--- src/rtl/cla_seq64_ctrl.sv ---
// Sequential wide adder: one 16-bit carry-lookahead adder reused over WORDS slices.
// Optional subtraction (A-B) is enabled by defining CLA_SEQ_SUBTRACT_EN.

// 16-bit carry-lookahead adder built from four 4-bit lookahead groups.
module cla16_add (
   input  logic [15:0] a_i,
   input  logic [15:0] b_i,
   input  logic        c_i,
   output logic [15:0] s_o,
   output logic        c_o
);
   logic [15:0] g;
   logic [15:0] p;
   logic [15:0] c;
   logic [3:0]  gg;
   logic [3:0]  gp;
   logic [4:0]  gc;

   always_comb begin
      g = a_i & b_i;
      p = a_i ^ b_i;
      for (int j = 0; j < 4; j++) begin
         gg[j] = g[4*j+3] | (p[4*j+3] & g[4*j+2]) | (p[4*j+3] & p[4*j+2] & g[4*j+1])
               | (p[4*j+3] & p[4*j+2] & p[4*j+1] & g[4*j]);
         gp[j] = &p[4*j +: 4];
      end
      // Group carries resolved in parallel from the group generate/propagate terms.
      gc[0] = c_i;
      gc[1] = gg[0] | (gp[0] & c_i);
      gc[2] = gg[1] | (gp[1] & gg[0]) | (gp[1] & gp[0] & c_i);
      gc[3] = gg[2] | (gp[2] & gg[1]) | (gp[2] & gp[1] & gg[0]) | (gp[2] & gp[1] & gp[0] & c_i);
      gc[4] = gg[3] | (gp[3] & gg[2]) | (gp[3] & gp[2] & gg[1]) | (gp[3] & gp[2] & gp[1] & gg[0])
            | (gp[3] & gp[2] & gp[1] & gp[0] & c_i);
      for (int j = 0; j < 4; j++) begin
         c[4*j]   = gc[j];
         c[4*j+1] = g[4*j] | (p[4*j] & gc[j]);
         c[4*j+2] = g[4*j+1] | (p[4*j+1] & g[4*j]) | (p[4*j+1] & p[4*j] & gc[j]);
         c[4*j+3] = g[4*j+2] | (p[4*j+2] & g[4*j+1]) | (p[4*j+2] & p[4*j+1] & g[4*j])
                  | (p[4*j+2] & p[4*j+1] & p[4*j] & gc[j]);
      end
      s_o = p ^ c;
      c_o = gc[4];
   end
endmodule

module cla_seq64_ctrl #(
   parameter int unsigned WORDS = 4
) (
   input  logic                  clk,
   input  logic                  rst,
   input  logic                  inValid,
   output logic                  inReady,
   input  logic [16*WORDS-1:0]   operA,
   input  logic [16*WORDS-1:0]   operB,
   input  logic                  Cin,
`ifdef CLA_SEQ_SUBTRACT_EN
   input  logic                  sub,
`endif
   output logic                  outValid,
   input  logic                  outReady,
   output logic [16*WORDS-1:0]   resultOUT,
   output logic                  Cout,
   output logic                  busy
);
   localparam int unsigned W     = 16 * WORDS;
   localparam int unsigned IDX_W = (WORDS > 1) ? $clog2(WORDS) : 1;

   typedef enum logic [1:0] {IDLE, RUN, DONE} state_t;

   state_t           state_q;
   logic [W-1:0]     a_q;
   logic [W-1:0]     b_q;
   logic [W-1:0]     result_q;
   logic [IDX_W-1:0] slice_q;
   logic             carry_q;
   logic             cout_q;
   logic             in_ready_q;
   logic             out_valid_q;
   logic             busy_q;
   logic             sub_q;
   logic             sub_in;

   logic [15:0]      add_a;
   logic [15:0]      add_b;
   logic [15:0]      add_s;
   logic             add_co;

`ifdef CLA_SEQ_SUBTRACT_EN
   assign sub_in = sub;
`else
   assign sub_in = 1'b0;
`endif

   // Select the active slice; subtraction inverts B here and seeds carry with 1 on accept.
   always_comb begin
      add_a = a_q[{slice_q, 4'b0000} +: 16];
      add_b = b_q[{slice_q, 4'b0000} +: 16] ^ {16{sub_q}};
   end

   cla16_add u_cla (
      .a_i (add_a),
      .b_i (add_b),
      .c_i (carry_q),
      .s_o (add_s),
      .c_o (add_co)
   );

   always_ff @(posedge clk) begin
      if (rst) begin
         state_q     <= IDLE;
         a_q         <= '0;
         b_q         <= '0;
         result_q    <= '0;
         slice_q     <= '0;
         carry_q     <= 1'b0;
         cout_q      <= 1'b0;
         in_ready_q  <= 1'b1;
         out_valid_q <= 1'b0;
         busy_q      <= 1'b0;
         sub_q       <= 1'b0;
      end else begin
         case (state_q)
            IDLE: begin
               if (inValid) begin
                  a_q        <= operA;
                  b_q        <= operB;
                  sub_q      <= sub_in;
                  carry_q    <= sub_in ? 1'b1 : Cin;
                  slice_q    <= '0;
                  state_q    <= RUN;
                  in_ready_q <= 1'b0;
                  busy_q     <= 1'b1;
               end
            end
            RUN: begin
               result_q[{slice_q, 4'b0000} +: 16] <= add_s;
               carry_q <= add_co;
               if (slice_q == IDX_W'(WORDS - 1)) begin
                  slice_q     <= '0;
                  cout_q      <= add_co;
                  state_q     <= DONE;
                  out_valid_q <= 1'b1;
               end else begin
                  slice_q <= slice_q + IDX_W'(1);
               end
            end
            DONE: begin
               if (outReady) begin
                  state_q     <= IDLE;
                  out_valid_q <= 1'b0;
                  in_ready_q  <= 1'b1;
                  busy_q      <= 1'b0;
               end
            end
            default: begin
               state_q     <= IDLE;
               out_valid_q <= 1'b0;
               in_ready_q  <= 1'b1;
               busy_q      <= 1'b0;
            end
         endcase
      end
   end

   assign inReady   = in_ready_q;
   assign outValid  = out_valid_q;
   assign resultOUT = result_q;
   assign Cout      = cout_q;
   assign busy      = busy_q;
endmodule
--- config.mk ---
export PLATFORM = sky130hd
export DESIGN_NAME = cla_seq64_ctrl
export DESIGN_NICKNAME = d
export VERILOG_FILES = /design/src/rtl/cla_seq64_ctrl.sv
export SDC_FILE = /design/constraint.sdc
export NUM_CORES = 1
export LEC_CHECK = 0
export CAP_MARGIN = 10
export CORE_ASPECT_RATIO = 1.25
export CORE_MARGIN = 4
export CORE_UTILIZATION = 50
export DETAILED_ROUTE_END_ITERATION = 10
export PLACE_DENSITY = 0.8
export SLEW_MARGIN = 20
export SYNTH_ARGS = -nofsm -noshare
export SYNTH_HDL_FRONTEND = slang
export SYNTH_SLANG_ARGS = --single-unit
--- constraint.sdc ---
create_clock -name clk -period 4.44 [get_ports clk]
set_input_delay 0.888 -clock clk [delete_from_list [all_inputs] [get_ports clk]]
set_output_delay 0.888 -clock clk [all_outputs]
set_load 0.01 [all_outputs]
==> metrics.txt, run 1 <==
number of enable flip-flop cells after synthesis=0; Worst-Skew Late Latency=around 490 ps; GP Congestion=roughly 0.9; Die H=roughly 150 um; Initial Utilization=0.509; Worst Path Required=between 4000 and 5000 ps; clock slew at reported path FFs=about 60 ps; root buffer cell=clkbuf_16; core footprint=between 0.015 and 0.02 sq mm; deepest clock path buffer count=3; Static Leak=between 4 and 5 nW; Layout Skew=7.57 ps; die area=around 0.019 sq mm; layout cells sized above 1=0.0856; All-Layer GR Usage=0.237; FMAX=~0.25 GHz; Total Nets Final=between 1,000 and 1,500; sequential cell area fraction in the yosys report=0.471; post-synthesis area per instance=approximately 9 sq um; Synth Warn #=0; final setup fails=0; chip width=~120 um; Hold Fails Final Rpt=0; Worst Setup Path Type=flop to flop; HPWL after DPL=between 15,000 and 20,000 um; post-CTS setup buffers=0; Worst setup EP type=flop; Slew Viols, Final=0; crit-path max FO=30; WL/cell=between 15 and 20 um; clock sink count=201; diodes inserted=0; DP Area=0.0107 sq mm; Design Area, Final=about 0.011 sq mm; vias in the first global route=7,386; unrepaired setup endpoints after global routing=no; post-route setup slack=~480 ps; IO Pins=201; syn_nets=1,136; Pwr Density=between 300 and 400 mW/mm^2; worst vdd ir=between 200 and 300 uV; reg-to-reg slack, setup=just under 500 ps; most common cell after layout, fill and taps aside=nand2_1; initial antenna violation count=0; Seq cells post-synth=approximately 200; Detailed Route Iter0 Violations=slightly above 700; reg2reg start=slice_q[0]$_SDFFE_PP0P_; Hold Path Stages=2; R2R cell count=11; ys flop type=dfxtp_1; post-CTS sizing=0; Synth cell types=59; FP Rows=53; WHS Endpoint=b_q[11]$_SDFFE_PP0P_; H-tree depth=1; worst r2r dst=resultOUT[13]$_SDFFE_PP0P_; fin crit share=0.891; async set-reset flop share out of synthesis=0; first-pass GRT wire length=approximately 38,000 um; largest net degree at the start of global routing=between 100 and 150; Final ANT Viol Nets=0; Rel. slew slack=0.384; hold_sp=b_q[11]$_SDFFE_PP0P_; PortBufs=200; grt ovf=0; Arrival @ worst endpoint=approximately 4400 ps; Mapped Cells=roughly 980; residual DRC count=0; drt first pass iters=5; Hold Buf Count CTS=0; Final min period=just under 4000 ps; CTS tree=built; maxcap violations=0; Worst-Margin Slew=around 900 ps; setup TNS=0 ps; Synth Cell Area=0.00854 sq mm; Worst Setup Start Kind=flop; dpl ws=between 500 and 600 ps; via/cell ratio=between 5 and 6; area added between synthesis and finish=33.2%; outcome=completed; CTS buffer count=20; routed wire length=roughly 24,000 um; most frequent cells in the layout=nand2_1 (274), dfxtp_1 (199), clkdlybuf4s50_1 (199); vias=a little under 8,000; Hold/Removal Path Class=flop to flop
cell type report:
type	instances	area, sq um
Fill cell	1312	5400
Sequential cell	201	4030
Inverter	7	26.3
Tap cell	220	275
Clock inverter	8	92.6
Timing Repair Buffer	214	2150
Clock buffer	26	574
Multi-Input combinational cell	700	4240
routing by layer:
metal | global-route usage | vias up | wire length, um
met5 | 0 | - | 0
met4 | 0.0863 | 0 | 852
met3 | 0.0334 | 52 | 1470
met2 | 0.428 | 303 | 12400
met1 | 0.287 | 3629 | 9360
li1 | - | 3723 | -
cell usage after synthesis (all sizes together), types with 3 or more instances:
cell type	number	area [sq um]
a211oi	3	22.5
a21o	6	46.3
a21oi	153	766
a22oi	46	345
a32oi	4	35.0
buf	9	55.1
clkbuf	60	225
dfxtp	201	4020
fa	4	80.1
ha	22	275
inv	7	26.3
mux4	32	721
nand2	274	1030
nand2b	4	25.0
nand3	3	15.0
nand3b	4	30.0
nor2	73	274
nor2b	5	38.8
nor3	8	45.0
nor4	3	18.8
o21ai	12	60.1
o31ai	5	37.5
o41ai	4	35.0
xor2	4	35.0
through the flow:
stage	hold slack, ps	power [mW]	instances	utilization
floorplan	433	2.32	977	-
global placement	439	2.57	1342	0.638
detailed placement	446	2.58	1342	0.638
CTS	455	4.28	1376	0.678
global route	474	4.42	1376	0.678
finish	454	4.26	1376	0.678
worst max-delay path, cell delays in order (launching register included):
cell,delay [ps]
dfxtp_2,600
buf_12,290
mux4_2,530
ha_1,380
a21oi_1,320
nor2b_1,150
a221oi_2,510
nand2_1,140
fa_1,400
xor2_1,300
a22oi_1,120
nor2_1,140
how the worst max path moves through the flow:
stage / from / endpoint / slack, ps / cells after the start
global route: slice_q[0]$_SDFFE_PP0P_ / resultOUT[13]$_SDFFE_PP0P_ / 100 / 11
detailed placement: slice_q[0]$_SDFFE_PP0P_ / resultOUT[13]$_SDFFE_PP0P_ / 520 / 11
global placement: slice_q[0]$_SDFFE_PP0P_ / resultOUT[61]$_SDFFE_PP0P_ / 670 / 11
floorplan: slice_q[0]$_SDFFE_PP0P_ / resultOUT[13]$_SDFFE_PP0P_ / 970 / 12
finish: slice_q[0]$_SDFFE_PP0P_ / resultOUT[13]$_SDFFE_PP0P_ / 480 / 11
CTS: slice_q[0]$_SDFFE_PP0P_ / resultOUT[13]$_SDFFE_PP0P_ / 490 / 11
kinds of logic (layout without fill, tap and decap cells):
kind of cell               count (synthesis)  after routing  synth area share
adders and majority gates                 26             26            0.0416
xor gates and xnor gates                   6              6           0.00615
and+or+nand+nor                          391            391             0.190
buffers and inverters                     76            255            0.0359
muxes                                     33             33            0.0856
DFF                                      201            201             0.471
AOI/OAI and AO/OA                        244            244             0.170
registers in the layout (all words and copies together) (netlist names):
name / flops
Cout: 1
a_q: 64
b_q: 64
busy: 1
carry_q: 1
inReady: 1
outValid: 1
resultOUT: 64
slice_q: 2
state_q: 2
where the power goes:
part / internal, mW / switching (mW)
Sequential: 1.89 / 0.0587
Clock: 1.02 / 0.682
Combinational: 0.287 / 0.324
(Power assumes the default switching activity.)
==> inputs of run 2 (changes only) <==
==> constraint.sdc (replaced) <==
create_clock -name clk -period 3.7 [get_ports clk]
set_input_delay 0.74 -clock clk [delete_from_list [all_inputs] [get_ports clk]]
set_output_delay 0.74 -clock clk [all_outputs]
set_load 0.01 [all_outputs]
==> run 2 against run 1 <==
Compared with the run above: final area is 0.36% higher; global-route usage is 0.17 points higher; first-iteration DRC count is 7.5% higher; via count is 0.91% higher; fmax is 14% higher; largest cell class unchanged.
==> metrics.txt, run 2 (synthesized netlist as in run 1, its figures left out) <==
Worst-Skew Late Latency=480 ps (about the same); Layout Skew=10.7 ps (+3.12 ps); Pwr Density=445 mW/mm^2 (+19%); WL/cell=17.6 um (+0.62%); PortBufs=200 (unchanged); WHS=455 ps (+0.305 ps); clock sink count=201 (unchanged); initial antenna violation count=0 (unchanged); Net Switching=1.26 mW (+18%); diodes inserted=0 (unchanged); switch share=0.248 (-0.00196); worst vdd ir=368 uV (+44%); GP Congestion=0.855 (-4.9%); reg-to-reg slack, setup=240 ps (-250 ps); outcome=completed; crit path launch=slice_q[1]$_SDFFE_PP0P_; grt ovf=0 (unchanged); deepest clock path buffer count=3 (unchanged); Arrival @ worst endpoint=3790 ps (-580 ps); chip width=125 um (unchanged); Hold/Removal Path Class=flop to flop; Worst setup endpoint=resultOUT[29]$_SDFFE_PP0P_; layout cells sized above 1=0.0904 (+0.00480); clock slew at reported path FFs=70 ps (about the same); routed wire length=24,400 um (+0.99%); CTS tree=built; Worst Setup Start Kind=flop; root buffer cell=clkbuf_16; Int Pwr=3.83 mW (+20%); Final ANT Viol Nets=0 (unchanged); Final min period=3460 ps (-494 ps); Worst Setup Path Type=flop to flop; Largest stage delay, worst path=750 ps (+150 ps); Detailed Route Iter0 Violations=761 (+7.5%); Flop pwr share=0.458 (+0.002); largest net degree at the start of global routing=98 (-18%); CTS buffer count=19 (-5.0%); Static Leak=4.28 nW (+0.47%); R2R cell count=11 (unchanged); Hold Fails Final Rpt=0 (unchanged); FMAX=0.289 GHz (+14%); HPWL after DPL=18,100 um (+2.4%); area added between synthesis and finish=33.7%; maxcap violations=0 (unchanged); Worst setup EP type=flop; via/cell ratio=5.63 (+0.54%); crit-path max FO=23 (-23%); FP Rows=53 (unchanged); Worst-Margin Slew=959 ps (+38.4 ps); worst r2r dst=resultOUT[29]$_SDFFE_PP0P_; Fillers=1,316 (+0.30%); Hold Path Stages=2 (unchanged); IO Pins=201 (unchanged); vias in the first global route=7,416 (+0.41%); Rel. slew slack=0.361 (-0.0233); Comb power frac=0.147 (+0.004); Initial Utilization=0.509 (unchanged); residual DRC count=0 (unchanged); most frequent cells in the layout=nand2_1 (274), dfxtp_1 (199), clkdlybuf4s50_1 (199); CP cell instances=buf_12, mux4_2, ha_1, a21oi_1, o21ai_1, a221oi_2, nand2_1, fa_1, xor2_2, a22oi_1, nor2_1; fin crit share=0.936 (+0.0447); Clock Power Share=0.395 (-0.005); first-pass GRT wire length=37,700 um (+0.53%); Crit-path slowest cell=dfxtp_2; Total Nets Final=1,309 (+0.46%); die area=0.0192 sq mm (unchanged); All-Layer GR Usage=0.238 (+0.00170); core footprint=0.0168 sq mm (unchanged); Slew Viols, Final=0 (unchanged); unrepaired setup endpoints after global routing=no; final setup fails=0 (unchanged); vias=7,777 (+0.91%); setup TNS=0 ps (unchanged); reg2reg start=slice_q[1]$_SDFFE_PP0P_; most common cell after layout, fill and taps aside=nand2_1; drt first pass iters=6 (+1); H-tree depth=1 (unchanged); Worst Path Required=4030 ps (-830 ps); Die H=154 um (unchanged)
[run 2: how the worst min path moves through the flow]
stage,to,from
2_1_floorplan,a_q[32]$_SDFFE_PP0P_,a_q[32]$_SDFFE_PP0P_
5_1_grt,a_q[29]$_SDFFE_PP0P_,a_q[29]$_SDFFE_PP0P_
3_3_place_gp,b_q[48]$_SDFFE_PP0P_,b_q[48]$_SDFFE_PP0P_
4_1_cts,a_q[19]$_SDFFE_PP0P_,a_q[19]$_SDFFE_PP0P_
6_report,a_q[53]$_SDFFE_PP0P_,a_q[53]$_SDFFE_PP0P_
3_5_place_dp,a_q[19]$_SDFFE_PP0P_,a_q[19]$_SDFFE_PP0P_
[run 2: worst max-delay path, delay by kind of cell (launching register included)]
kind / cells / cell delay (ps)
adders and majority gates: 2 / 780
muxes: 1 / 310
xor gates and xnor gates: 1 / 220
and+or+nand+nor: 2 / 170
buffers and inverters: 1 / 210
DFF: 1 / 750
AOI/OAI and AO/OA: 4 / 850
[run 2: metal layers]
metal | vias up | global-route usage | share of wire
li1 | 3712 | - | -
met1 | 3711 | 0.298 | 0.40
met2 | 305 | 0.429 | 0.52
met3 | 49 | 0.0292 | 0.055
met4 | 0 | 0.0759 | 0.030
met5 | - | 0 | 0
[run 2: layout make-up]
class                      instances  area (sq um)  area share
inverter                           7          26.3     0.00230
timing repair buffer             221          2210       0.194
clock buffer                      26           532      0.0466
clock inverter                     6           105     0.00920
multi-input combinational        700          4240       0.371
tap                              220           275      0.0241
sequential                       201          4030       0.353
[run 2: repair_timing]
action / CTS / global route
buffers inserted: 0 / 0
gates resized for setup: 0 / 5
endpoints found under the setup margin: 0 / 17
endpoints found under the hold margin: 0 / 0
hold buffers: 0 / 0
[run 2: power by group through the flow]
| stage | Sequential (mW) | Combinational [mW] | Clock [mW] |
|---|---|---|---|
| final | 2.33 | 0.745 | 2.01 |
| after global placement | 2.38 | 0.723 | 0 |
| after floorplan | 2.35 | 0.432 | 0 |
| after detailed placement | 2.38 | 0.735 | 0 |
| after CTS | 2.33 | 0.740 | 2.03 |
| after global routing | 2.34 | 0.813 | 2.10 |
[run 2: metrics by stage]
stage                     std cells  total power [mW]  utilization  instance area [sq um]  worst slack [ps]
after floorplan                 977              2.78            -                   8540               231
after global placement         1349              3.10        0.642                  10800               267
after detailed placement       1349              3.11        0.642                  10800               127
after CTS                      1381              5.10        0.680                  11400              81.5
final                          1381              5.09        0.681                  11400               238
after global routing           1381              5.26        0.681                  11400              3.37
==> inputs of run 3 (changes only) <==
--- a/config.mk
+++ b/config.mk
@@ -5,12 +5,14 @@
 export SDC_FILE = /design/constraint.sdc
 export NUM_CORES = 1
 export LEC_CHECK = 0
+export ABC_CLOCK_PERIOD_IN_PS = 3700
 export CAP_MARGIN = 10
 export CORE_ASPECT_RATIO = 1.25
 export CORE_MARGIN = 4
 export CORE_UTILIZATION = 50
 export DETAILED_ROUTE_END_ITERATION = 10
 export PLACE_DENSITY = 0.8
+export SETUP_SLACK_MARGIN = 0.4
 export SLEW_MARGIN = 20
 export SYNTH_ARGS = -nofsm -noshare
 export SYNTH_HDL_FRONTEND = slang
==> run 3 against run 2 <==
Compared with the run above: flip-flop and latch count unchanged; sequential share of layout area is 0.79 points lower; global-route usage rose by 0.081 points; die area unchanged; clock-buffer cell count increased by 4; clock skew shrank 2.1 ps; combinational power up 6.3%; critical path type unchanged; clock power is 7% higher; register-to-register slack improved by 180 ps; worst hold slack improved by 1.1 ps; largest cell class unchanged.
==> metrics.txt, run 3 (synthesized netlist as in run 1, its figures left out) <==
Initial Utilization=0.509 (unchanged); maxcap violations=0 (unchanged); largest net degree at the start of global routing=107 (+9.2%); layout cells sized above 1=0.110 (+0.0194); Fillers=1,265 (-3.9%); area of all sequential standard cells=0.00403 sq mm (unchanged); Buf/Inv on CP=1 (unchanged); WHS=456 ps (+1.10 ps); Arrival @ worst endpoint=3620 ps (-170 ps); Detailed Route Iter0 Violations=732 (-3.8%); vias in the first global route=7,392 (-0.32%); Worst-Margin Slew=1030 ps (+68.6 ps); final setup fails=0 (unchanged); IO Pins=201 (unchanged); diodes inserted=0 (unchanged); chip width=125 um (unchanged); most frequent cells in the layout=nand2_1 (273), dfxtp_1 (199), clkdlybuf4s50_1 (199); Design Area, Final=0.0117 sq mm (+2.3%); reg-to-reg slack, setup=420 ps (+180 ps); R2R cell count=10 (-1); outcome=completed; reg2reg start=slice_q[0]$_SDFFE_PP0P_; deepest clock path buffer count=3 (unchanged); GP Congestion=0.888 (+3.9%); All-Layer GR Usage=0.239 (+0.000807); clock sink count=201 (unchanged); Hold Fails Final Rpt=0 (unchanged); residual DRC count=0 (unchanged); Pwr Total=5.27 mW (+3.7%); drt first pass iters=5 (-1); PortBufs=200 (unchanged); initial antenna violation count=0 (unchanged); Final min period=3280 ps (-183 ps); area added between synthesis and finish=36.8%; most common cell after layout, fill and taps aside=nand2_1; core footprint=0.0168 sq mm (unchanged); Most common cell on crit path=nor2_1; Static Leak=4.36 nW (+2.0%); FP Rows=53 (unchanged); worst r2r dst=resultOUT[52]$_SDFFE_PP0P_; Worst-Skew Late Latency=490 ps (about the same); Multi-input gate area=0.00434 sq mm (+2.3%); Worst Setup Path Type=flop to flop; HPWL after DPL=17,800 um (-1.2%); Crit-path slowest cell=fa_1; vias=7,704 (-0.94%); Hold/Removal Path Class=flop to flop; setup TNS=0 ps (unchanged); crit-path max FO=11 (-52%); Hold Path Stages=2 (unchanged); Slew Viols, Final=0 (unchanged); via/cell ratio=5.53 (-1.9%); FMAX=0.305 GHz (+5.6%); first-pass GRT wire length=37,900 um (+0.37%); hold_sp=a_q[21]$_SDFFE_PP0P_; Largest stage delay, worst path=560 ps (-190 ps); routed wire length=24,900 um (+2.1%); Final ANT Viol Nets=0 (unchanged); Worst setup EP type=flop; unrepaired setup endpoints after global routing=yes; critical path's top delay family=adder cells; Total Nets Final=1,321 (+0.92%); DP Area=0.0108 sq mm (+0.34%); CTS buffer count=20 (+1); die area=0.0192 sq mm (unchanged); grt ovf=0 (unchanged); Worst Setup Start Kind=flop; fin crit share=0.886 (-0.0495); Worst Path Required=4040 ps (about the same); worst vdd ir=298 uV (-19%); WL/cell=17.8 um (+1.1%); WHS Endpoint=a_q[21]$_SDFFE_PP0P_; H-tree depth=1 (unchanged); CP cell instances=buf_12, mux4_2, ha_1, a211oi_4, nor2_1, o21ai_0, nand2b_1, fa_1, a22oi_1, nor2_1; root buffer cell=clkbuf_16; Hold Buf Count CTS=0 (unchanged); Rel. slew slack=0.315 (-0.0458); Die H=154 um (unchanged); CTS tree=built; clock slew at reported path FFs=70 ps (about the same); Layout Skew=8.56 ps (-2.13 ps); Pwr Density=451 mW/mm^2 (+1.3%)
-- run 3: layer usage --
metal | global-route usage | wire length (um)
met5 | 0 | 0
met4 | 0.107 | 1090
met3 | 0.0386 | 1550
met2 | 0.412 | 12300
met1 | 0.295 | 9910
-- run 3: tightest hold or removal path, stage by stage, from the launching register on --
cell	delay, ps
dfxtp_1	310
nand2_1	50
a21oi_1	50
-- run 3: worst max path at each step --
stage	slack [ps]	start	end	cells after the start
4_1_cts	430	slice_q[0]$_SDFFE_PP0P_	resultOUT[57]$_SDFFE_PP0P_	10
2_1_floorplan	410	slice_q[0]$_SDFFE_PP0P_	resultOUT[13]$_SDFFE_PP0P_	12
3_5_place_dp	190	slice_q[0]$_SDFFE_PP0P_	resultOUT[57]$_SDFFE_PP0P_	10
6_report	420	slice_q[0]$_SDFFE_PP0P_	resultOUT[52]$_SDFFE_PP0P_	10
5_1_grt	290	slice_q[0]$_SDFFE_PP0P_	resultOUT[20]$_SDFFE_PP0P_	10
3_3_place_gp	270	slice_q[0]$_SDFFE_PP0P_	resultOUT[41]$_SDFFE_PP0P_	10
-- run 3: cell type report --
| cell class | instances | share of cell area |
|---|---|---|
| well taps | 220 | 0.0236 |
| multi-input cells | 700 | 0.371 |
| inverters | 7 | 0.00225 |
| flip-flops and latches | 201 | 0.345 |
| clock buffers | 30 | 0.0513 |
| clock inverters | 4 | 0.00814 |
| repair buffers | 232 | 0.198 |
-- run 3: through the flow --
step | worst slack (ps) | util | cells
6_report | 421 | 0.696 | 1394
2_1_floorplan | 410 | - | 977
3_3_place_gp | 270 | 0.644 | 1350
4_1_cts | 428 | 0.687 | 1386
3_5_place_dp | 191 | 0.644 | 1350
5_1_grt | 287 | 0.696 | 1394
-- run 3: what timing repair did --
item | in CTS | in global routing
resized for setup | 5 | 17
setup endpoints to repair | 28 | 26
buffers inserted | 2 | 8
pin swaps | 0 | 3
-- run 3: where the power goes --
part	total (mW)	switching (mW)	leakage [nW]	internal (mW)
clock	2.15	0.830	0.340	1.32
combinational	0.792	0.413	2.38	0.379
sequential	2.33	0.0646	1.64	2.26
total	5.27	1.31	4.36	3.97
